File: config.mk
export PLATFORM = sky130hd
export DESIGN_NAME = pc_unit
export DESIGN_NICKNAME = d
export VERILOG_FILES = /design/src/rtl/pc_unit.sv
export SDC_FILE = /design/constraint.sdc
export NUM_CORES = 1
export LEC_CHECK = 0
export CAP_MARGIN = 10
export CORE_ASPECT_RATIO = 0.7
export CORE_MARGIN = 2
export CORE_UTILIZATION = 50
export DETAILED_ROUTE_END_ITERATION = 7
export HOLD_SLACK_MARGIN = 0.08
export PLACE_DENSITY = 0.77
export SLEW_MARGIN = 20
export SYNTH_ARGS = -nofsm -noshare
export SYNTH_HDL_FRONTEND = slang
export SYNTH_SLANG_ARGS = --single-unit
File: constraint.sdc
create_clock -name clk -period 4.2 [get_ports clk]
set_clock_uncertainty 0.1 [all_clocks]
set_input_delay 0.84 -clock clk [delete_from_list [all_inputs] [get_ports clk]]
set_output_delay 0.84 -clock clk [all_outputs]
set_load 0.005 [all_outputs]
File: src/rtl/pc_unit.sv
// Program-counter unit with a circular return-address stack for the fetch stage.
// Optional PC_TRACE_EN macro compiles in a simulation trace of resets, PC updates and RAS faults.
module pc_unit #(
   parameter int               WIDTH      = 32,
   parameter int               STEP       = 4,
   parameter logic [WIDTH-1:0] RESET_ADDR = '0,
   parameter int               RAS_DEPTH  = 4
) (
   input  logic             clk,
   input  logic             rst,
   input  logic             stall,
   input  logic             branch_taken,
   input  logic [WIDTH-1:0] branch_offset,
   input  logic             jump,
   input  logic             call,
   input  logic             ret,
   input  logic [WIDTH-1:0] jump_target,
   output logic [WIDTH-1:0] pc,
   output logic [WIDTH-1:0] pc_plus_step,
   output logic             ras_empty,
   output logic             ras_full,
   output logic             ras_overflow,
   output logic             ras_underflow
);

   localparam int PTR_W = (RAS_DEPTH > 1) ? $clog2(RAS_DEPTH) : 1;
   localparam int CNT_W = $clog2(RAS_DEPTH) + 1;

   logic [WIDTH-1:0] pc_q, pc_d;
   logic [PTR_W-1:0] ptr_q, ptr_d;
   logic [CNT_W-1:0] cnt_q, cnt_d;
   logic             ovf_q, ovf_d;
   logic             unf_q, unf_d;
   logic             push;
   logic [WIDTH-1:0] ras_q [RAS_DEPTH];
   logic [WIDTH-1:0] ras_d [RAS_DEPTH];

   assign pc            = pc_q;
   assign pc_plus_step  = pc_q + WIDTH'(STEP);
   assign ras_empty     = (cnt_q == '0);
   assign ras_full      = (cnt_q == CNT_W'(RAS_DEPTH));
   assign ras_overflow  = ovf_q;
   assign ras_underflow = unf_q;

   // NOTE: every always_comb output gets a default first so no latch is inferred.
   always_comb begin
      pc_d  = pc_q;
      ptr_d = ptr_q;
      cnt_d = cnt_q;
      ovf_d = ovf_q;
      unf_d = unf_q;
      push  = 1'b0;
      if (!stall) begin
         if (ret) begin
            if (!ras_empty) begin
               pc_d  = ras_q[ptr_q];
               ptr_d = ptr_q - PTR_W'(1);
               cnt_d = cnt_q - CNT_W'(1);
            end else begin
               pc_d  = pc_plus_step;
               unf_d = 1'b1;
            end
         end else if (call) begin
            pc_d  = jump_target;
            ptr_d = ptr_q + PTR_W'(1);
            push  = 1'b1;
            // A full stack wraps onto its oldest entry rather than refusing the push.
            if (ras_full) ovf_d = 1'b1;
            else          cnt_d = cnt_q + CNT_W'(1);
         end else if (jump) begin
            pc_d = jump_target;
         end else if (branch_taken) begin
            pc_d = pc_q + branch_offset;
         end else begin
            pc_d = pc_plus_step;
         end
      end
   end

   always_comb begin
      ras_d = ras_q;
      if (push) ras_d[ptr_d] = pc_plus_step;
   end

   // NOTE: sequential state uses non-blocking assignments only.
   always_ff @(posedge clk) begin
      if (rst) begin
         pc_q  <= RESET_ADDR;
         ptr_q <= '0;
         cnt_q <= '0;
         ovf_q <= 1'b0;
         unf_q <= 1'b0;
      end else begin
         pc_q  <= pc_d;
         ptr_q <= ptr_d;
         cnt_q <= cnt_d;
         ovf_q <= ovf_d;
         unf_q <= unf_d;
      end
   end

   // NOTE: RAS storage is not reset; count and pointer alone define what is valid.
   always_ff @(posedge clk) begin
      ras_q <= ras_d;
   end

`ifdef PC_TRACE_EN
   always_ff @(posedge clk) begin
      if (rst) begin
         $display("@%0t: PC::RESET; PC is now %0h", $time, RESET_ADDR);
      end else if (!stall) begin
         if (ret && ras_empty) begin
            $display("@%0t: PC is now %0h (RET_EMPTY)", $time, pc_d);
            $display("@%0t: WARNING: RAS underflow", $time);
         end else if (ret) begin
            $display("@%0t: PC is now %0h (RET)", $time, pc_d);
         end else if (call) begin
            $display("@%0t: PC is now %0h (CALL)", $time, pc_d);
            if (ras_full) $display("@%0t: WARNING: RAS overflow", $time);
         end else if (jump) begin
            $display("@%0t: PC is now %0h (JMP)", $time, pc_d);
         end else if (branch_taken) begin
            $display("@%0t: PC is now %0h (BR)", $time, pc_d);
         end else begin
            $display("@%0t: PC is now %0h (SEQ)", $time, pc_d);
         end
      end
   end
`endif

endmodule

==> flow_summary.json <==
{
  "outcome": "finished, final reports clean",
  "yosysTopAreaCellShare": 0.394,
  "period_minus_slack_ns": 4.16,
  "pre_cts_slack_ns": 0.302,
  "p_per_area_nw_per_um2": 385,
  "yosys_warnings": 0,
  "worst_pin_slew_ns": 0.773,
  "area_growth_pct": 25.1,
  "hold_viol": 0,
  "cts_inserted_buffers": 17,
  "leakagePower_nw": 4.39,
  "synthCells": 917,
  "num_rows": 42,
  "critPathBufInv": 2,
  "finalWorstSetupSlack_ns": 0.0410,
  "placed_area_um2": 11600,
  "worstPathArrival_ns": 3.22,
  "path_delay_family": "simple AND/OR/NAND/NOR gates",
  "dr.pass1.iters": 7,
  "synthesis.area_um2": 9750,
  "n_fill_cell": 1520,
  "cts_resized": 0,
  "cts-root-buf": "clkbuf_16",
  "critPathMaxStageDelay_ns": 0.70,
  "grt_max_degree": 41,
  "synth_edf_count": 128,
  "cap_violations": 0,
  "ant_nets": 0,
  "worstSetupPathType": "flop to primary output",
  "rsz0062_at_grt": "no",
  "vias": 8549,
  "synthXorXnorAreaFrac": 0.0475,
  "syn-num-nets": 1022,
  "worstSkewPairLatency_ns": 0.44,
  "layout-drive-gt1-share": 0.128,
  "drc": 0,
  "ys.flop_type": "edfxtp_1",
  "cts_tree": "yes",
  "multi_input_area_um2": 4810,
  "crit_path_frequent_cell": "nand4_1",
  "synthSimpleGateAreaFrac": 0.144,
  "yosysSeqAreaShare": 0.474,
  "synth_top_family_by_area": "compound AO/OA/AOI/OAI gates",
  "layout_commonest_cell": "clkdlybuf4s50_1",
  "start_kind": "flop",
  "synth.distinct_cells": 79,
  "syn_area_per_cell_um2": 10.6,
  "crit_chain": "nand4_1 -> nor3_1 -> nand4_1 -> xor2_1 -> inv_1 -> clkdlybuf4s50_1",
  "grt_usage": 0.290,
  "drt-total-wl_um": 29700,
  "insertedDiodeCount": 0,
  "setup-tns-final_ns": 0,
  "drtIter0Drc": 1350,
  "ys_ff_latch": 167,
  "core_um2": 19000,
  "regArea_um2": 4630,
  "placedCellCount": 1297,
  "hold_class": "flop to flop",
  "max_freq_mhz": 240,
  "via_per_inst": 6.43,
  "crit_fanout": 8,
  "cts_max_level": 4,
  "async_reset_ff_frac": 0,
  "cp-end-kind": "primary output",
  "wl_per_cell_um": 22.3,
  "drv_slew": 0,
  "yosysTopAreaCell": "edfxtp_1",
  "cp.required_ns": 3.26,
  "dieArea_um2": 20700,
  "grt_pass1_wl_um": 44800,
  "min_period_over_period": 0.990,
  "finalPower_mw": 4.70,
  "clk_pin_slew_worst_paths_ns": 0.08,
  "die_w_um": 171,
  "dieHeight_um": 121,
  "yosys.area_share.adder": 0.0452,
  "portBuffers": 138,
  "gp_congestion": 0.926,
  "yosys-top-cells-area": "edfxtp_1, dfxtp_1, mux4_2, ha_1, a21oi_1",
  "final_cell_mix": "clkdlybuf4s50_1, edfxtp_1, nand2_1, a21oi_1, nor2_1",
  "fin_cells": 1329,
  "cts.sinks": 167,
  "synth_compound_area_frac": 0.169,
  "ir_drop_mv": 0.265,
  "cts_setup_buffers": 0,
  "final_area_um2": 12200,
  "grt_pass1_vias": 7907,
  "num-nets-final": 1157,
  "setup_violations": 0,
  "clockBufferDepth": 2,
  "cp_slowest_cell": "nor3_1",
  "post-dp-hpwl_um": 21100,
  "overflow": 0,
  "ios": 139,
  "start_util": 0.513,
  "antenna_found_initial": 0,
  "max-slew-margin-rel": 0.482,
  "cts_hold_buf": 0,
  "muxShareOfSynthArea": 0.0833
}
## metrics by stage
step | util | hold WS, ns
after floorplan | - | 0.361
after global placement | 0.609 | 0.354
after detailed placement | 0.609 | 0.362
after CTS | 0.640 | 0.380
after global routing | 0.641 | 0.399
final | 0.641 | 0.379
## synthesized netlist by cell type (8+ instances only)
library cell	n
and4_1	8
nor3_1	16
ha_1	32
a21oi_1	73
mux2i_1	8
buf_2	12
nand3_1	28
mux4_2	32
a211oi_1	11
a21o_1	17
o22ai_1	13
xor2_1	15
clkbuf_1	47
dfxtp_1	39
nand2_1	84
edfxtp_1	128
nand4_1	18
inv_1	22
xnor2_1	36
nor2_1	67
a31oi_1	17
and3_1	13
a22oi_1	11
o21ai_0	40
## layout make-up
cell class / count / area share
repair buffers: 180 / 0.142
inverters: 23 / 0.00708
multi-input cells: 663 / 0.395
clock inverters: 15 / 0.0147
flip-flops and latches: 167 / 0.379
well taps: 264 / 0.0271
clock buffers: 17 / 0.0349
## worst register-to-register path, stage by stage (launching register included)
cell	delay, ns
dfxtp_1	0.49
ha_1	0.23
inv_1	0.06
fa_1	0.39
nand2b_1	0.21
a21o_1	0.22
o211ai_2	0.22
a211oi_1	0.15
o31ai_2	0.37
xnor2_1	0.11
a2111oi_0	0.40
o31a_1	0.16
## kinds of logic (layout without fill, tap and decap cells)
family,after synthesis,in the layout
flip-flops,167,167
AO/OA/AOI/OAI,254,254
AND/OR/NAND/NOR,282,282
XOR/XNOR,52,52
buffers and inverters,87,235
multiplexers,41,41
adder cells (fa/ha/maj),34,34
## worst paths after layout
| check | startpoint | end | slack (ns) | depth (start not counted) |
|---|---|---|---|---|
| setup / recovery | pc[9] | pc_plus_step[18] | 0.04 | 6 |
| hold reg to reg | ras_overflow | ras_overflow | 0.38 | 2 |
| setup reg to reg | pc[0] | pc[22] | 1.03 | 11 |
| hold / removal | ras_overflow | ras_overflow | 0.38 | 2 |
## registers in the layout, summed over array words and instances, names as in the netlist
signal / count
pc: 32
ras_underflow: 1
ptr_q: 2
ras_q: 128
cnt_q: 3
ras_overflow: 1
## power breakdown
part           total [mW]  internal (mW)  leakage (nW)  switching, mW
Clock                1.59          0.809         0.288          0.784
Combinational        1.17          0.527          2.60          0.640
Sequential           1.94           1.86          1.50         0.0795
Total                4.70           3.19          4.39           1.50
## metal layers
layer	GRT usage	part of all wire
met1	0.419	0.41
met2	0.434	0.45
met3	0.0599	0.11
met4	0.105	0.031
met5	0	0
No activity file was read; power rests on OpenSTA's default activity.
